===== config.mk =====
export PLATFORM = sky130hd
export DESIGN_NAME = operand_fetch_flat
export DESIGN_NICKNAME = d
export VERILOG_FILES = /design/src/rtl/operand_fetch_pkg.sv /design/src/rtl/operand_fetch_if.sv /design/src/rtl/operand_forward.sv /design/src/rtl/operand_fetch.sv /design/src/flat_wrapper.sv
export SDC_FILE = /design/constraint.sdc
export NUM_CORES = 1
export LEC_CHECK = 0
export ABC_AREA = 1
export BUFFER_PORTS_ARGS = -buffer_cell sky130_fd_sc_hd__buf_4
export CORE_MARGIN = 8
export CORE_UTILIZATION = 51
export DETAILED_ROUTE_END_ITERATION = 10
export PLACE_DENSITY = 0.86
export SLEW_MARGIN = 0
export SYNTH_ARGS = -nofsm -noshare
export SYNTH_HDL_FRONTEND = slang
export SYNTH_SLANG_ARGS = --single-unit

===== constraint.sdc =====
create_clock -name clk -period 3.05 [get_ports clk]
set_input_delay 0.305 -clock clk [delete_from_list [all_inputs] [get_ports clk]]
set_output_delay 0.305 -clock clk [all_outputs]
set_load 0.05 [all_outputs]

===== src/rtl/operand_fetch_pkg.sv =====
// Shared types and default widths for the copperv operand-fetch stage.
package operand_fetch_pkg;

  localparam int unsigned DefRegWidth     = 5;
  localparam int unsigned DefDataWidth    = 32;
  localparam int unsigned DefPayloadWidth = 32;

  typedef enum logic [1:0] {
    StIdle,
    StIssue,
    StCapture,
    StValid
  } of_state_e;

endpackage


===== src/rtl/operand_fetch_if.sv =====
// Decode-side, register-file and execute-side signals of the operand-fetch stage.
interface operand_fetch_if
  import operand_fetch_pkg::*;
#(
  parameter int unsigned RegWidth     = DefRegWidth,
  parameter int unsigned DataWidth    = DefDataWidth,
  parameter int unsigned PayloadWidth = DefPayloadWidth
);

  logic                    in_valid;
  logic                    in_ready;
  logic [RegWidth-1:0]     in_rs1;
  logic [RegWidth-1:0]     in_rs2;
  logic                    in_rs1_use;
  logic                    in_rs2_use;
  logic [PayloadWidth-1:0] in_payload;

  logic                    rf_rs1_en;
  logic                    rf_rs2_en;
  logic [RegWidth-1:0]     rf_rs1;
  logic [RegWidth-1:0]     rf_rs2;
  logic [DataWidth-1:0]    rf_rs1_dout;
  logic [DataWidth-1:0]    rf_rs2_dout;

  logic                    wb_en;
  logic [RegWidth-1:0]     wb_rd;
  logic [DataWidth-1:0]    wb_din;

  logic                    out_valid;
  logic                    out_ready;
  logic [DataWidth-1:0]    out_rs1_data;
  logic [DataWidth-1:0]    out_rs2_data;
  logic [PayloadWidth-1:0] out_payload;

  // The stage's own view.
  modport master (
    input  in_valid, in_rs1, in_rs2, in_rs1_use, in_rs2_use, in_payload,
    output in_ready,
    output rf_rs1_en, rf_rs2_en, rf_rs1, rf_rs2,
    input  rf_rs1_dout, rf_rs2_dout,
    input  wb_en, wb_rd, wb_din,
    output out_valid, out_rs1_data, out_rs2_data, out_payload,
    input  out_ready
  );

  // The surrounding pipeline's view.
  modport slave (
    output in_valid, in_rs1, in_rs2, in_rs1_use, in_rs2_use, in_payload,
    input  in_ready,
    input  rf_rs1_en, rf_rs2_en, rf_rs1, rf_rs2,
    output rf_rs1_dout, rf_rs2_dout,
    output wb_en, wb_rd, wb_din,
    input  out_valid, out_rs1_data, out_rs2_data, out_payload,
    output out_ready
  );

endinterface


===== src/rtl/operand_forward.sv =====
// Selects one operand: zero for x0/unused, writeback data on a matching write, else held data.
module operand_forward #(
  parameter int unsigned RegWidth  = 5,
  parameter int unsigned DataWidth = 32
) (
  input  logic [RegWidth-1:0]  rs,
  input  logic                 rs_use,
  input  logic [DataWidth-1:0] held,
  input  logic                 wb_en,
  input  logic [RegWidth-1:0]  wb_rd,
  input  logic [DataWidth-1:0] wb_din,
  output logic [DataWidth-1:0] operand
);

  always_comb begin
    operand = '0;
    if (rs_use && (rs != '0)) begin
      operand = (wb_en && (wb_rd == rs)) ? wb_din : held;
    end
  end

endmodule


===== src/rtl/operand_fetch.sv =====
// Operand-fetch stage: reads the register file, forwards writeback data, hands
// operands and decode payload to execute over a valid/ready handshake.
module operand_fetch
  import operand_fetch_pkg::*;
#(
  parameter int unsigned RegWidth     = DefRegWidth,
  parameter int unsigned DataWidth    = DefDataWidth,
  parameter int unsigned PayloadWidth = DefPayloadWidth
) (
  input  logic            clk,
  input  logic            rst,
  operand_fetch_if.master bus
);

  of_state_e               state_q;
  logic [RegWidth-1:0]     rs1_q, rs2_q;
  logic                    use1_q, use2_q;
  logic [PayloadWidth-1:0] payload_q;
  logic [DataWidth-1:0]    op1_q, op2_q;
  logic                    out_valid_q;

  logic                    wb_write;
  logic                    in_ready;
  logic                    accept;
  logic [DataWidth-1:0]    held1, held2;
  logic [DataWidth-1:0]    fwd1, fwd2;

  // A real write blocks the register file's read port for that cycle.
  assign wb_write = bus.wb_en && (bus.wb_rd != '0);
  assign in_ready = (state_q == StIdle) || ((state_q == StValid) && bus.out_ready);
  assign accept   = bus.in_valid && in_ready;

  assign held1 = (state_q == StCapture) ? bus.rf_rs1_dout : op1_q;
  assign held2 = (state_q == StCapture) ? bus.rf_rs2_dout : op2_q;

  operand_forward #(
    .RegWidth  (RegWidth),
    .DataWidth (DataWidth)
  ) u_fwd_rs1 (
    .rs      (rs1_q),
    .rs_use  (use1_q),
    .held    (held1),
    .wb_en   (bus.wb_en),
    .wb_rd   (bus.wb_rd),
    .wb_din  (bus.wb_din),
    .operand (fwd1)
  );

  operand_forward #(
    .RegWidth  (RegWidth),
    .DataWidth (DataWidth)
  ) u_fwd_rs2 (
    .rs      (rs2_q),
    .rs_use  (use2_q),
    .held    (held2),
    .wb_en   (bus.wb_en),
    .wb_rd   (bus.wb_rd),
    .wb_din  (bus.wb_din),
    .operand (fwd2)
  );

  always_ff @(posedge clk or negedge rst) begin
    if (!rst) begin
      state_q     <= StIdle;
      rs1_q       <= '0;
      rs2_q       <= '0;
      use1_q      <= 1'b0;
      use2_q      <= 1'b0;
      payload_q   <= '0;
      op1_q       <= '0;
      op2_q       <= '0;
      out_valid_q <= 1'b0;
    end else begin
      if (accept) begin
        rs1_q     <= bus.in_rs1;
        rs2_q     <= bus.in_rs2;
        use1_q    <= bus.in_rs1_use;
        use2_q    <= bus.in_rs2_use;
        payload_q <= bus.in_payload;
      end
      unique case (state_q)
        StIdle: begin
          if (accept) state_q <= StIssue;
        end
        StIssue: begin
          if (!wb_write) state_q <= StCapture;
        end
        StCapture: begin
          op1_q       <= fwd1;
          op2_q       <= fwd2;
          out_valid_q <= 1'b1;
          state_q     <= StValid;
        end
        StValid: begin
          if (bus.out_ready) begin
            out_valid_q <= 1'b0;
            state_q     <= accept ? StIssue : StIdle;
          end else begin
            // Keep operands coherent with writebacks landing while stalled.
            op1_q <= fwd1;
            op2_q <= fwd2;
          end
        end
        default: state_q <= StIdle;
      endcase
    end
  end

  assign bus.in_ready     = in_ready;
  assign bus.rf_rs1_en    = (state_q == StIssue) && (use1_q || use2_q);
  assign bus.rf_rs2_en    = (state_q == StIssue) && use2_q;
  assign bus.rf_rs1       = rs1_q;
  assign bus.rf_rs2       = rs2_q;
  assign bus.out_valid    = out_valid_q;
  assign bus.out_rs1_data = op1_q;
  assign bus.out_rs2_data = op2_q;
  assign bus.out_payload  = payload_q;

endmodule


===== src/flat_wrapper.sv =====
// flat-port wrapper written by rule: the top's interface ports become plain ports
module operand_fetch_flat import operand_fetch_pkg::*;
#(
  parameter int unsigned RegWidth     = DefRegWidth,
  parameter int unsigned DataWidth    = DefDataWidth,
  parameter int unsigned PayloadWidth = DefPayloadWidth
)
  (clk, rst, bus_in_valid, bus_in_rs1, bus_in_rs2, bus_in_rs1_use, bus_in_rs2_use, bus_in_payload, bus_in_ready, bus_rf_rs1_en, bus_rf_rs2_en, bus_rf_rs1, bus_rf_rs2, bus_rf_rs1_dout, bus_rf_rs2_dout, bus_wb_en, bus_wb_rd, bus_wb_din, bus_out_valid, bus_out_rs1_data, bus_out_rs2_data, bus_out_payload, bus_out_ready);
  operand_fetch_if #(.RegWidth(RegWidth), .DataWidth(DataWidth), .PayloadWidth(PayloadWidth)) bus_i ();
  input  logic clk;
  input  logic rst;
  input wire logic [$bits(bus_i.in_valid)-1:0] bus_in_valid;
  input wire logic [$bits(bus_i.in_rs1)-1:0] bus_in_rs1;
  input wire logic [$bits(bus_i.in_rs2)-1:0] bus_in_rs2;
  input wire logic [$bits(bus_i.in_rs1_use)-1:0] bus_in_rs1_use;
  input wire logic [$bits(bus_i.in_rs2_use)-1:0] bus_in_rs2_use;
  input wire logic [$bits(bus_i.in_payload)-1:0] bus_in_payload;
  output wire logic [$bits(bus_i.in_ready)-1:0] bus_in_ready;
  output wire logic [$bits(bus_i.rf_rs1_en)-1:0] bus_rf_rs1_en;
  output wire logic [$bits(bus_i.rf_rs2_en)-1:0] bus_rf_rs2_en;
  output wire logic [$bits(bus_i.rf_rs1)-1:0] bus_rf_rs1;
  output wire logic [$bits(bus_i.rf_rs2)-1:0] bus_rf_rs2;
  input wire logic [$bits(bus_i.rf_rs1_dout)-1:0] bus_rf_rs1_dout;
  input wire logic [$bits(bus_i.rf_rs2_dout)-1:0] bus_rf_rs2_dout;
  input wire logic [$bits(bus_i.wb_en)-1:0] bus_wb_en;
  input wire logic [$bits(bus_i.wb_rd)-1:0] bus_wb_rd;
  input wire logic [$bits(bus_i.wb_din)-1:0] bus_wb_din;
  output wire logic [$bits(bus_i.out_valid)-1:0] bus_out_valid;
  output wire logic [$bits(bus_i.out_rs1_data)-1:0] bus_out_rs1_data;
  output wire logic [$bits(bus_i.out_rs2_data)-1:0] bus_out_rs2_data;
  output wire logic [$bits(bus_i.out_payload)-1:0] bus_out_payload;
  input wire logic [$bits(bus_i.out_ready)-1:0] bus_out_ready;
  assign bus_i.in_valid = bus_in_valid;
  assign bus_i.in_rs1 = bus_in_rs1;
  assign bus_i.in_rs2 = bus_in_rs2;
  assign bus_i.in_rs1_use = bus_in_rs1_use;
  assign bus_i.in_rs2_use = bus_in_rs2_use;
  assign bus_i.in_payload = bus_in_payload;
  assign bus_in_ready = bus_i.in_ready;
  assign bus_rf_rs1_en = bus_i.rf_rs1_en;
  assign bus_rf_rs2_en = bus_i.rf_rs2_en;
  assign bus_rf_rs1 = bus_i.rf_rs1;
  assign bus_rf_rs2 = bus_i.rf_rs2;
  assign bus_i.rf_rs1_dout = bus_rf_rs1_dout;
  assign bus_i.rf_rs2_dout = bus_rf_rs2_dout;
  assign bus_i.wb_en = bus_wb_en;
  assign bus_i.wb_rd = bus_wb_rd;
  assign bus_i.wb_din = bus_wb_din;
  assign bus_out_valid = bus_i.out_valid;
  assign bus_out_rs1_data = bus_i.out_rs1_data;
  assign bus_out_rs2_data = bus_i.out_rs2_data;
  assign bus_out_payload = bus_i.out_payload;
  assign bus_i.out_ready = bus_out_ready;
  operand_fetch #(.RegWidth(RegWidth), .DataWidth(DataWidth), .PayloadWidth(PayloadWidth)) u_core (.clk(clk), .rst(rst), .bus(bus_i));
endmodule

# After elaboration in Yosys (flattened, before gate mapping)
# Cells that the tools add are included.
# word_totals
reg_bits	111
output_inout_bits	110
# op_classes
n_eq_ne	9
n_mux	17
n_reduce_logical	19
# ops
cell	n
$mux 32	8
$pmux 32 s2	2
$reduce_bool 5->1	3
$eq 5x5->1	2
$logic_and 1x1->1	9
$pmux 2 s4	1
$mux 2	3
$ne 2x2->1 const B	3
$eq 2x2->1 const B	2
$reduce_and 2->1	2
$reduce_and 3->1	1
$eq 2x1->1 const B	1
$logic_not 2->1	1
$logic_or 1x1->1	2
$mux 1	2
$ne 2x1->1 const B	1
$pmux 1 s2	1
$reduce_bool 2->1	1

# Logic depth before layout (Yosys ltp)
# logic_depth
ltp_word	7
mapped_depth	10
depth_no_buf	9

# Modules after synthesis
# A second synthesis with hierarchy kept.
# unflattened
hier_cells	1048
hier_area_um2	7056.8
# by_module_without_submodules
module	n_inst	cells_per_inst	area_per_inst_um2
operand_fetch	1	648	5450.2
operand_forward	2	200	803.3

# Least setup slack after synthesis
# OpenSTA, ideal clock, no wires.
# synth_path
path_type	register -> register
start	register u_core.state_q[0]
end	register u_core.payload_q[0] (netlist: u_core.bus.out_payload[0])
setup_time_ns	0.125
t_arrival_ns	1.801
path_slack_ns	1.124
stages_incl_launch_ff	8
path_buffers	1
path_cell_list	dfrtp_1 ha_1 nand2_1 inv_1 or2_2 nand2_2 buf_4 mux2_2
# synth_via
elab_chain_len	4
word_cells_on_any_way	5
# synth_lines
element	line	text
start: declaration	operand_fetch.sv:15	of_state_e state_q;
start signal: assignment	operand_fetch.sv:64	state_q <= StIdle;
start signal: assignment	operand_fetch.sv:83	if (accept) state_q <= StIssue;
start signal: assignment	operand_fetch.sv:86	if (!wb_write) state_q <= StCapture;
$eq 2x2->1	operand_fetch.sv:30	assign in_ready = (state_q == StIdle) || ((state_q == StValid) && bus.out_ready);
$logic_and 1x1->1	operand_fetch.sv:30	
$logic_or 1x1->1 (*)	operand_fetch.sv:30	
net bus_in_ready	flat_wrapper.sv:18	output wire logic [$bits(bus_i.in_ready)-1:0] bus_in_ready;
$logic_and 1x1->1 (*)	operand_fetch.sv:31	assign accept = bus.in_valid && in_ready;
end signal: assignment	operand_fetch.sv:79	payload_q <= bus.in_payload;
end: declaration	operand_fetch.sv:18	logic [PayloadWidth-1:0] payload_q;
# The timed path passes the listed nets; every way through them passes the cells marked *.
# A chain may end at the register's enable or synchronous reset.

# Worst setup path after layout
# layout_path
start	register u_core.rs1_q[1] (netlist: u_core.bus.rf_rs1[1])
end	register u_core.op1_q[9] (netlist: u_core.bus.out_rs1_data[9])
# layout_via
elab_chain_len	6
word_cells_on_any_way	8
# layout_lines
element	line	text
start: declaration	operand_fetch.sv:16	logic [RegWidth-1:0] rs1_q, rs2_q;
start signal: assignment	operand_fetch.sv:75	rs1_q <= bus.in_rs1;
$eq 5x5->1	operand_forward.sv:18	operand = (wb_en && (wb_rd == rs)) ? wb_din : held;
$logic_and 1x1->1	operand_forward.sv:18	
$mux 32	operand_forward.sv:18	
$mux 32 (*)	operand_forward.sv:17	if (rs_use && (rs != '0)) begin
$mux 32	operand_fetch.sv:95	if (bus.out_ready) begin
$pmux 32 s2 (*)	operand_fetch.sv:81	unique case (state_q)
end signal: assignment	operand_fetch.sv:89	op1_q <= fwd1;
end signal: assignment	operand_fetch.sv:100	op1_q <= fwd1;
end: declaration	operand_fetch.sv:19	logic [DataWidth-1:0] op1_q, op2_q;
# Every way passes the cells marked *; elsewhere a longest branch is shown, timed or not. The select of a mux whose other input is x is not followed.

==> results.sh <==
export IMPL_ys_ff_latch=111
export IMPL_numPortBuffers=259
export IMPL_max_slew_margin_pct=50.65
export IMPL_post_route_drc_count=0
export IMPL_ioPinCount=260
export IMPL_period_minus_slack_ns=2.246
export IMPL_grt_max_degree=57
export IMPL_cp_end_kind="flip-flop"
export IMPL_hold_viol_final=0
export IMPL_antenna_left=0
export IMPL_antenna_found_initial=0
export IMPL_avgSynthCellArea_sq_um=8.001
export IMPL_synth_top_cells_by_area="dfrtp_1 (48%), nand2_1 (20%), nand3_1 (12%)"
export IMPL_post_cts_setup_buffer_count=0
export IMPL_start_util_pct=52.69
export IMPL_wl_per_cell_um=17.87
export IMPL_fin_skew_ns=0.009540
export IMPL_via_count=5820
export IMPL_rsz0062_at_grt="false"
export IMPL_clockBufferDepth=2
export IMPL_irDropWorstVdd_mv=0.9297
export IMPL_ys_seq_area_share_pct=48.42
export IMPL_h_tree_depth=3
export IMPL_wirelength_mm=19.73
export IMPL_synth_cell_types=24
export IMPL_yosysTopAreaCell="dfrtp_1"
export IMPL_yosysMostFrequentCell="nand2_1"
export IMPL_instances_no_fill=1104
export IMPL_synthFlopType="dfrtp_1"
export IMPL_p_leak_uw=0.004488
export IMPL_drt_pass1_iterations=5
export IMPL_grt_pass1_wl_mm=30.53
export IMPL_crit_fanout=34
export IMPL_finalSetupTns_ns=0
export IMPL_cap_viol_max_count=0
export IMPL_die_h_um=122.1
export IMPL_tritoncts="yes"
export IMPL_post_place_cells=1087
export IMPL_crit_type="flip-flop to flip-flop"
export IMPL_grt_pass1_vias=6007
export IMPL_crit_required_ns=3.30
export IMPL_grtUsageTotal_pct=25.97
export IMPL_ys_warn_count=0
export IMPL_die_area_sq_um=14900
export IMPL_setup_slack_ns=0.8045
export IMPL_overflow=0
export IMPL_area_growth_pct=37.95
export IMPL_holdWs_ns=0.1646
export IMPL_path_clk_slew_ns=0.11
export IMPL_clkSinkCount=111
export IMPL_place_hpwl_mm=14.81
export IMPL_synth_top_area_share_pct=48.42
export IMPL_first_iter_violations=541
export IMPL_drive_gt1_share_pct=35.68
export IMPL_p_per_area_nw_per_um2=1118
export IMPL_setup_viol=0
export IMPL_syn_area_sq_um=5737
export IMPL_fin_crit_sh_pct=73.62
export IMPL_synth_edff_count=0
export IMPL_viasPerCell=5.272
export IMPL_final_nets=1114
export IMPL_pre_cts_slack_ns=0.8134
export IMPL_core_area_sq_um=10890
export IMPL_fmax_mhz=445.3
export IMPL_rows=38
export IMPL_syn_inst=717
export IMPL_cts_root_buf="clkbuf_8"
export IMPL_slew_viol_final=0
export IMPL_synth_fp_nets=872
export IMPL_die_width_um=122.1
export IMPL_cts_buffers=9
export IMPL_worstHoldPathType="input port to flip-flop"
export IMPL_antenna_cells=0
export IMPL_status="finished, final reports clean"
export IMPL_clkLatencyLatePin_ns=0.36
export IMPL_synthArstFlopShare_pct=100.0
export IMPL_worstMarginPinSlew_ns=0.7403
export IMPL_routabilityCongestion=0.9343
export IMPL_worst_setup_path_start_kind="flip-flop"
export IMPL_synth_common_cells="nand2_1 (307), nand3_1 (134), dfrtp_1 (111)"
export IMPL_cp_arrival_ns=2.50
-- per-stage QoR --
| stage | instance area (sq um) | util [%] | total power (uW) |
|---|---|---|---|
| 2_1_floorplan | 5737 | - | 6351 |
| 3_3_place_gp | 7724 | 70.94 | 7939 |
| 3_5_place_dp | 7724 | 70.94 | 8066 |
| 4_1_cts | 7914 | 72.68 | 8904 |
| 5_1_grt | 7914 | 72.68 | 9356 |
| 6_report | 7914 | 72.68 | 8847 |
-- what timing repair did --
item                      CTS  global route
hold buffers                1             0
gates resized for setup     0             0
hold endpoints to repair    5             0
-- per-layer routing --
metal  GRT usage [%]  wire, um  vias to the layer above
met2           43.94      9670                      311
met1           28.47      6979                     2697
met3           11.43      2527                       36
met4           9.292       548                        0
li1                -         -                     2776
met5               0         0                        -
-- cells in the final DEF, fill, tap and decap left out --
cell / Yosys / layout
o211ai_1: 1 / 1
a21oi_1: 13 / 13
dlygate4sd3_1: 0 / 1
o21ai_1: 1 / 1
o21ai_0: 1 / 1
ha_1: 5 / 5
nor2_1: 25 / 23
buf_12: 0 / 2
nand3_1: 134 / 134
nand2_1: 307 / 307
inv_2: 7 / 7
mux2_2: 35 / 35
clkbuf_8: 0 / 9
nor3_1: 1 / 1
buf_4: 4 / 269
inv_1: 20 / 20
clkinvlp_4: 0 / 3
clkinv_2: 0 / 1
or2_1: 1 / 1
nand2_2: 3 / 3
nor2_4: 1 / 1
a21oi_4: 2 / 2
nor2_2: 4 / 6
nand3_4: 2 / 2
xor2_1: 1 / 1
inv_8: 0 / 1
inv_6: 0 / 2
or2_2: 1 / 1
dfrtp_1: 111 / 111
-- report_power, final --
part / total, uW / internal, uW / leakage [uW] / switching [uW]
Clock: 833 / 308 / 0.0000842 / 525
Sequential: 2450 / 2060 / 0.00139 / 385
Combinational: 5560 / 1640 / 0.00301 / 3930
Total: 8850 / 4010 / 0.00449 / 4840
-- cell families (layout without fill, tap and decap cells) --
kind of cell	after synthesis	count (layout)	share of synthesized area (%)
compound gates	18	18	2.006
xor+xnor	1	1	0.1527
fa+ha+maj	5	5	1.091
buf+inv	68	315	6.172
flops	111	111	48.42
mux	35	35	6.870
simple gates	479	479	35.29
-- flip-flops by register name, indices dropped and copies added, names as in the netlist --
register                 flops
u_core.use2_q                1
u_core.bus.rf_rs2            5
u_core.use1_q                1
u_core.bus.out_payload      32
u_core.state_q               2
u_core.bus.out_rs1_data     32
u_core.bus.out_valid         1
u_core.bus.rf_rs1            5
u_core.bus.out_rs2_data     32
-- area by class of cell --
class | count | area [sq um]
well taps | 140 | 175.2
clock buffers | 9 | 123.9
inverters | 27 | 101.3
clock inverters | 7 | 56.30
repair buffers | 272 | 2069
flip-flops and latches | 111 | 2778
multi-input cells | 538 | 2610
fillers | 894 | 2974
-- worst max-delay path: stages, from the launching register on --
cell,delay (ns)
dfrtp_1,0.43
inv_2,0.06
nand2_1,0.09
nand2_1,0.06
nor2_1,0.18
nand3_4,0.41
nand2_1,0.17
nand2_1,0.28
buf_4,0.33
nand2_1,0.08
nand2_1,0.05
-- final timing paths --
path                                                          from                                 endpoint  slack (ns)  cells past startpoint
min in group asynchronous                                      rst  u_core.bus.out_rs2_data[24]$_DFFE_PN0P_        0.52                      2
setup reg to reg                  u_core.bus.rf_rs1[1]$_DFFE_PN0N_   u_core.bus.out_rs1_data[9]$_DFFE_PN0P_        0.80                     10
max in group asynchronous                                      rst   u_core.bus.out_payload[18]$_DFFE_PN0N_        1.76                      3
hold reg to reg            u_core.bus.out_rs1_data[13]$_DFFE_PN0P_  u_core.bus.out_rs1_data[13]$_DFFE_PN0P_        0.49                      2
setup / recovery                  u_core.bus.rf_rs1[1]$_DFFE_PN0N_   u_core.bus.out_rs1_data[9]$_DFFE_PN0P_        0.80                     10
hold / removal                                  bus_in_payload[19]   u_core.bus.out_payload[19]$_DFFE_PN0N_        0.16                      2
Power figures use the tool's default switching activity.
